## config.mk

```make
export PLATFORM = sky130hd
export DESIGN_NAME = i2c_mem_ctrl_fsm
export DESIGN_NICKNAME = d
export VERILOG_FILES = /design/src/rtl/i2c_state_pkg.sv /design/src/rtl/i2c_mem_addr_counter.sv /design/src/rtl/i2c_mem_ctrl_fsm.sv
export SDC_FILE = /design/constraint.sdc
export NUM_CORES = 1
export LEC_CHECK = 0
export CAP_MARGIN = 25
export CORE_MARGIN = 4
export CORE_UTILIZATION = 53
export CTS_CLUSTER_DIAMETER = 40
export CTS_CLUSTER_SIZE = 40
export DETAILED_ROUTE_END_ITERATION = 12
export PLACE_DENSITY = 0.9
export SETUP_SLACK_MARGIN = 0.02
export SLEW_MARGIN = 20
export SYNTH_ARGS = -nofsm -noshare
export SYNTH_HDL_FRONTEND = slang
export SYNTH_SLANG_ARGS = --single-unit
export TNS_END_PERCENT = 10
```

## constraint.sdc

```tcl
create_clock -name clk -period 5.13 [get_ports clk]
set_clock_uncertainty 0.1 [all_clocks]
set_input_delay 0.513 -clock clk [delete_from_list [all_inputs] [get_ports clk]]
set_output_delay 0.513 -clock clk [all_outputs]
set_load 0.01 [all_outputs]
```

## src/rtl/i2c_state_pkg.sv

```systemverilog
// Shared state encodings and helpers for the I2C subordinate memory controller.
package i2c_state_pkg;

  localparam int MEM_IDLE_bit     = 0;
  localparam int MEM_ADDR_bit     = 1;
  localparam int MEM_WR_DATA_bit  = 2;
  localparam int MEM_RD_FETCH_bit = 3;
  localparam int MEM_RD_WAIT_bit  = 4;
  localparam int MEM_RD_DATA_bit  = 5;

  typedef enum logic [5:0] {
    MEM_IDLE     = 6'(1 << MEM_IDLE_bit),
    MEM_ADDR     = 6'(1 << MEM_ADDR_bit),
    MEM_WR_DATA  = 6'(1 << MEM_WR_DATA_bit),
    MEM_RD_FETCH = 6'(1 << MEM_RD_FETCH_bit),
    MEM_RD_WAIT  = 6'(1 << MEM_RD_WAIT_bit),
    MEM_RD_DATA  = 6'(1 << MEM_RD_DATA_bit)
  } mem_ctrl_state_t;

  // Keeps only the address bits the master actually sends (1..4 bytes).
  function automatic logic [31:0] addr_mask(input int nbytes);
    addr_mask = (nbytes >= 4) ? 32'hFFFF_FFFF : ((32'd1 << (8 * nbytes)) - 32'd1);
  endfunction

endpackage

```

## src/rtl/i2c_mem_addr_counter.sv

```systemverilog
// Current-address pointer for the I2C memory controller; owns all wrap arithmetic.
module i2c_mem_addr_counter #(
  parameter int MEM_DEPTH = 1024,
  parameter int PAGE_SIZE = 16,
  localparam int AW = $clog2(MEM_DEPTH)
) (
  input  logic          clk,
  input  logic          rst,
  input  logic          load,
  input  logic [AW-1:0] load_val,
  input  logic          inc,
  input  logic          page_mode,
  output logic [AW-1:0] addr
);

  localparam logic [AW-1:0] LAST_ADDR = AW'(MEM_DEPTH - 1);
  localparam logic [AW-1:0] PAGE_MASK = AW'(PAGE_SIZE - 1);
  localparam logic [AW-1:0] ONE       = AW'(1);

  logic [AW-1:0] addr_q, addr_d;

  // Page mode only advances the in-page field; otherwise wrap at the array end.
  always_comb begin
    addr_d = addr_q;
    if (load) begin
      addr_d = load_val;
    end else if (inc) begin
      if (page_mode && (PAGE_SIZE > 0)) begin
        addr_d = (addr_q & ~PAGE_MASK) | ((addr_q + ONE) & PAGE_MASK);
      end else if (addr_q == LAST_ADDR) begin
        addr_d = '0;
      end else begin
        addr_d = addr_q + ONE;
      end
    end
  end

  always_ff @(posedge clk) begin
    if (rst) begin
      addr_q <= '0;
    end else begin
      addr_q <= addr_d;
    end
  end

  assign addr = addr_q;

endmodule

```

## src/rtl/i2c_mem_ctrl_fsm.sv

```systemverilog
// Memory-access controller between the I2C byte engine and a synchronous RAM:
// multi-byte addressing, page-wrapped writes, write protect and prefetched reads.
module i2c_mem_ctrl_fsm
  import i2c_state_pkg::*;
#(
  parameter int MEM_DEPTH  = 1024,
  parameter int ADDR_BYTES = 2,
  parameter int PAGE_SIZE  = 16,
  parameter int RD_LATENCY = 1,
  localparam int AW = $clog2(MEM_DEPTH)
) (
  input  logic          clk,
  input  logic          rst,
  input  logic          start_det,
  input  logic          stop_det,
  input  logic          devaddr_vld,
  input  logic          rw,
  input  logic          rx_vld,
  input  logic [7:0]    rx_byte,
  input  logic          tx_taken,
  input  logic          master_nack,
  input  logic          wp,
  output logic          ack_vld,
  output logic          ack,
  output logic          tx_vld,
  output logic [7:0]    tx_byte,
  output logic [AW-1:0] mem_addr,
  output logic          mem_we,
  output logic [7:0]    mem_wdata,
  output logic          mem_re,
  input  logic [7:0]    mem_rdata
);

  localparam logic [31:0] ADDR_MASK = addr_mask(ADDR_BYTES);
  localparam logic [2:0]  LAST_BYTE = 3'(ADDR_BYTES - 1);
  localparam logic [1:0]  LAST_WAIT = 2'(RD_LATENCY - 1);

  mem_ctrl_state_t state_q, state_d, cur_state;

  logic [23:0]   addr_sh_q, addr_sh_d;
  logic [2:0]    byte_cnt_q, byte_cnt_d;
  logic [1:0]    wait_cnt_q, wait_cnt_d;
  logic          ack_vld_q, ack_vld_d;
  logic          ack_q, ack_d;
  logic          tx_vld_q, tx_vld_d;
  logic [7:0]    tx_byte_q, tx_byte_d;
  logic          mem_we_q, mem_we_d;
  logic [7:0]    mem_wdata_q, mem_wdata_d;
  logic          mem_re_c;
  logic          cnt_load;
  logic          rd_inc;
  logic          bus_event;
  logic          addr_in_range;
  logic [31:0]   addr_val;
  logic [AW-1:0] cnt_addr;

  assign bus_event     = start_det | stop_det;
  assign addr_val      = {addr_sh_q, rx_byte} & ADDR_MASK;
  assign addr_in_range = ({1'b0, addr_val} < 33'(MEM_DEPTH));

  // A pending write always finishes its increment, even if a bus event follows.
  i2c_mem_addr_counter #(
    .MEM_DEPTH (MEM_DEPTH),
    .PAGE_SIZE (PAGE_SIZE)
  ) u_addr_cnt (
    .clk       (clk),
    .rst       (rst),
    .load      (cnt_load),
    .load_val  (addr_val[AW-1:0]),
    .inc       (mem_we_q | rd_inc),
    .page_mode (mem_we_q),
    .addr      (cnt_addr)
  );

  // START/STOP collapse the FSM to IDLE first, so a same-cycle devaddr_vld is
  // decoded from IDLE and any same-cycle rx byte is dropped.
  always_comb begin
    cur_state   = bus_event ? MEM_IDLE : state_q;
    state_d     = cur_state;
    addr_sh_d   = addr_sh_q;
    byte_cnt_d  = byte_cnt_q;
    wait_cnt_d  = wait_cnt_q;
    ack_vld_d   = 1'b0;
    ack_d       = ack_q;
    tx_vld_d    = bus_event ? 1'b0 : tx_vld_q;
    tx_byte_d   = tx_byte_q;
    mem_we_d    = 1'b0;
    mem_wdata_d = mem_wdata_q;
    mem_re_c    = 1'b0;
    cnt_load    = 1'b0;
    rd_inc      = 1'b0;

    unique case (cur_state)
      MEM_IDLE: begin
        if (devaddr_vld) begin
          if (rw) begin
            state_d  = MEM_RD_FETCH;
            tx_vld_d = 1'b0;
          end else begin
            state_d    = MEM_ADDR;
            byte_cnt_d = '0;
            addr_sh_d  = '0;
          end
        end
      end

      MEM_ADDR: begin
        if (rx_vld) begin
          addr_sh_d  = {addr_sh_q[15:0], rx_byte};
          byte_cnt_d = byte_cnt_q + 3'd1;
          ack_vld_d  = 1'b1;
          ack_d      = 1'b1;
          if (byte_cnt_q == LAST_BYTE) begin
            if (addr_in_range) begin
              cnt_load = 1'b1;
              state_d  = MEM_WR_DATA;
            end else begin
              ack_d   = 1'b0;
              state_d = MEM_IDLE;
            end
          end
        end
      end

      MEM_WR_DATA: begin
        if (rx_vld) begin
          ack_vld_d = 1'b1;
          if (wp) begin
            ack_d = 1'b0;
          end else begin
            ack_d       = 1'b1;
            mem_we_d    = 1'b1;
            mem_wdata_d = rx_byte;
          end
        end
      end

      // Hold off the read strobe while a write is still on the RAM port.
      MEM_RD_FETCH: begin
        if (master_nack) begin
          state_d = MEM_IDLE;
        end else if (!mem_we_q) begin
          mem_re_c   = 1'b1;
          wait_cnt_d = '0;
          state_d    = MEM_RD_WAIT;
        end
      end

      MEM_RD_WAIT: begin
        if (master_nack) begin
          state_d = MEM_IDLE;
        end else if (wait_cnt_q == LAST_WAIT) begin
          tx_byte_d = mem_rdata;
          tx_vld_d  = 1'b1;
          state_d   = MEM_RD_DATA;
        end else begin
          wait_cnt_d = wait_cnt_q + 2'd1;
        end
      end

      // The pointer already sits one past the last sent byte, so a NACK
      // simply abandons the speculative prefetch.
      MEM_RD_DATA: begin
        if (master_nack) begin
          tx_vld_d = 1'b0;
          state_d  = MEM_IDLE;
        end else if (tx_taken) begin
          tx_vld_d = 1'b0;
          rd_inc   = 1'b1;
          state_d  = MEM_RD_FETCH;
        end
      end

      default: begin
        state_d = MEM_IDLE;
      end
    endcase
  end

  always_ff @(posedge clk) begin
    if (rst) begin
      state_q     <= MEM_IDLE;
      addr_sh_q   <= '0;
      byte_cnt_q  <= '0;
      wait_cnt_q  <= '0;
      ack_vld_q   <= 1'b0;
      ack_q       <= 1'b0;
      tx_vld_q    <= 1'b0;
      tx_byte_q   <= '0;
      mem_we_q    <= 1'b0;
      mem_wdata_q <= '0;
    end else begin
      state_q     <= state_d;
      addr_sh_q   <= addr_sh_d;
      byte_cnt_q  <= byte_cnt_d;
      wait_cnt_q  <= wait_cnt_d;
      ack_vld_q   <= ack_vld_d;
      ack_q       <= ack_d;
      tx_vld_q    <= tx_vld_d;
      tx_byte_q   <= tx_byte_d;
      mem_we_q    <= mem_we_d;
      mem_wdata_q <= mem_wdata_d;
    end
  end

  assign ack_vld   = ack_vld_q;
  assign ack       = ack_q;
  assign tx_vld    = tx_vld_q;
  assign tx_byte   = tx_byte_q;
  assign mem_addr  = cnt_addr;
  assign mem_we    = mem_we_q;
  assign mem_wdata = mem_wdata_q;
  assign mem_re    = mem_re_c;

endmodule

```

==> impl_metrics.env <==
export IMPL_critPathMaxStageDelay_ns=0.56
export IMPL_synth_ff_type="dfxtp_1"
export IMPL_syn_nets=316
export IMPL_setup_viol=0
export IMPL_postRouteAntennaNets=0
export IMPL_fill_cells=349
export IMPL_ys_ff_latch=49
export IMPL_hp_class="flip-flop to flip-flop"
export IMPL_placement_rows=24
export IMPL_critical_path_class="input port to output port"
export IMPL_yosysMostFrequentCell="dfxtp_1"
export IMPL_portBuffers=56
export IMPL_grt_pass1_wl_mm=10.6
export IMPL_first_global_vias=2227
export IMPL_stdcell_count=388
export IMPL_yosysWarnings=0
export IMPL_die_h_microns=75.4
export IMPL_worstPathRequired_ns=4.52
export IMPL_wl_mm=6.47
export IMPL_maxSlewViolCount=0
export IMPL_slowest_stage="clkdlybuf4s50_1"
export IMPL_period_needed_ns=2.99
export IMPL_grt_antenna_before_repair=0
export IMPL_ir_worst_vdd_mv=0.189
export IMPL_synthTopCellsByCount="49 x dfxtp_1, 32 x nand2_1, 26 x nor2_1, 24 x nand3_1, 22 x a21oi_1"
export IMPL_fmax_mhz=335
export IMPL_ys_top_cells_by_area="dfxtp_1 41%, nand3_1 5.0%, nand2_1 5.0%"
export IMPL_cts_root_buf="clkbuf_8"
export IMPL_critPathLaunchType="input port"
export IMPL_nNetsFinal=365
export IMPL_syn_inst=286
export IMPL_initial_core_util=0.549
export IMPL_crit_arrival_ns=2.37
export IMPL_yosysSeqAreaShare=0.408
export IMPL_ys_async_sr_fraction=0
export IMPL_cts_resized=0
export IMPL_via_per_inst=5.95
export IMPL_hold_viol=0
export IMPL_fin_crit_sh=0.582
export IMPL_synth_largest_area_cell="dfxtp_1"
export IMPL_avgRoutedWirePerCell_microns=16.7
export IMPL_relSlewSlack=0.403
export IMPL_clkTransAtPathRegs_ns=0.09
export IMPL_cp_cell_sequence="clkdlybuf4s50_1 > nor4_1 > nand3_1 > nor2_1 > clkdlybuf4s50_1"
export IMPL_postCtsSetupBuffers=0
export IMPL_cts_sinks=49
export IMPL_ys_types=54
export IMPL_power_leakage_nw=1.04
export IMPL_dp_hpwl_mm=4.77
export IMPL_clk_path_buf_depth=2
export IMPL_cts_tree="built"
export IMPL_outcome="finished, final reports clean"
export IMPL_synth_avg_cell_area_sq_um=8.41
export IMPL_ctsHoldBuffers=0
export IMPL_synth_enable_flop_cells=0
export IMPL_ctsHtreeMaxLevel=2
export IMPL_rsz0062_at_grt="no"
export IMPL_gp_congestion=0.976
export IMPL_crit_path_max_fanout=7
export IMPL_worst_slack_ns=2.14
export IMPL_dp_cells=380
export IMPL_yosys_area_top_type_share=0.408
export IMPL_overflow=0
export IMPL_syn2layout_area_growth_pct=27.1
export IMPL_place_ws_ns=1.93
export IMPL_track_usage=0.244
export IMPL_drive_above_1_share=0.0625
export IMPL_clk_latency_ns=0.31
export IMPL_cts_buffers=5
export IMPL_grt_start_max_net_pins=23
export IMPL_num_vias=2310
export IMPL_maxCapViolations=0
export IMPL_critPathMostFrequentCell="clkdlybuf4s50_1"
export IMPL_cp_end_kind="output port"
export IMPL_drt_iter0_drc=246
export IMPL_die_x_microns=75.4
export IMPL_fp_dieArea_sq_um=5680
export IMPL_netlist_area_sq_um=2410
export IMPL_setup_tns_ns=0
export IMPL_num_antenna_cells=0
export IMPL_power_density_nw_per_um2=225
export IMPL_drtPass1Iterations=4
export IMPL_core_sq_um=4380
export IMPL_io_pins=57
export IMPL_tightest_slew_ns=0.890
export IMPL_drc_errors=0
-- path summary, 6_finish.rpt --
path	from	endpoint	slack (ns)	cells past startpoint
max	stop_det	mem_re	2.14	5
min	addr_sh_q[5]	addr_sh_q[5]	0.36	2
max reg2reg	state_q[1]	mem_wdata[7]	2.53	5
min reg2reg	addr_sh_q[5]	addr_sh_q[5]	0.36	2
-- layout by cell type (no fill, tap or decap), types with 7 or more instances in the layout --
cell / instances
a211oi_1: 7
a21oi_1: 22
clkdlybuf4s50_1: 56
dfxtp_1: 49
inv_1: 10
mux2i_1: 9
nand2_1: 32
nand3_1: 24
nor2_1: 26
o21ai_0: 9
-- logic make-up after synthesis --
group | after synthesis | synth area share
xor gates and xnor gates | 7 | 0.0255
muxes | 10 | 0.0421
and+or+nand+nor | 127 | 0.287
DFF | 49 | 0.408
buffers and inverters | 25 | 0.0447
AOI/OAI and AO/OA | 64 | 0.173
adders and majority gates | 4 | 0.0208
-- routing by layer --
metal | global-route usage | vias up | part of all wire
li1 | - | 1129 | -
met1 | 0.332 | 1111 | 0.45
met2 | 0.396 | 63 | 0.49
met3 | 0.0475 | 7 | 0.051
met4 | 0.0660 | 0 | 0.011
met5 | 0 | - | 0
-- per-stage QoR --
| step | cell area (sq um) | hold WS (ns) | total power [W] | util |
|---|---|---|---|---|
| finish | 3060 | 0.356 | 0.000689 | 0.698 |
| global route | 3060 | 0.368 | 0.000712 | 0.698 |
| CTS | 3060 | 0.358 | 0.000690 | 0.698 |
| detailed placement | 2970 | 0.345 | 0.000460 | 0.677 |
| global placement | 2970 | 0.338 | 0.000459 | 0.677 |
| floorplan | 2410 | 0.326 | 0.000426 | - |
-- report_power, final --
| group | leakage [nW] | switching (W) | internal, W |
|---|---|---|---|
| clock network | 0.0445 | 0.000140 | 0.0000970 |
| logic | 0.601 | 0.0000351 | 0.0000295 |
| registers | 0.395 | 0.00000449 | 0.000383 |
-- state kept, by name, summed over array words and instances, names as in the netlist --
register / cells
state_q: 6
tx_vld: 1
ack_vld: 1
u_addr_cnt.addr: 10
byte_cnt_q: 3
mem_wdata: 8
ack: 1
mem_we: 1
addr_sh_q: 8
wait_cnt_q: 2
tx_byte: 8
-- layout make-up --
| type | count | area, sq um | share of cell area |
|---|---|---|---|
| repair buffers | 57 | 568 | 0.186 |
| inverters | 10 | 37.5 | 0.0123 |
| multi-input cells | 212 | 1320 | 0.431 |
| flip-flops and latches | 49 | 981 | 0.321 |
| clock inverters | 3 | 21.3 | 0.00695 |
| well taps | 52 | 65.1 | 0.0213 |
| clock buffers | 5 | 68.8 | 0.0225 |
-- critical path: cells and delay by family --
family | cells | cell delay, ns
buffers and inverters | 2 | 1.09
and+or+nand+nor | 3 | 0.76
(Power assumes the default switching activity.)
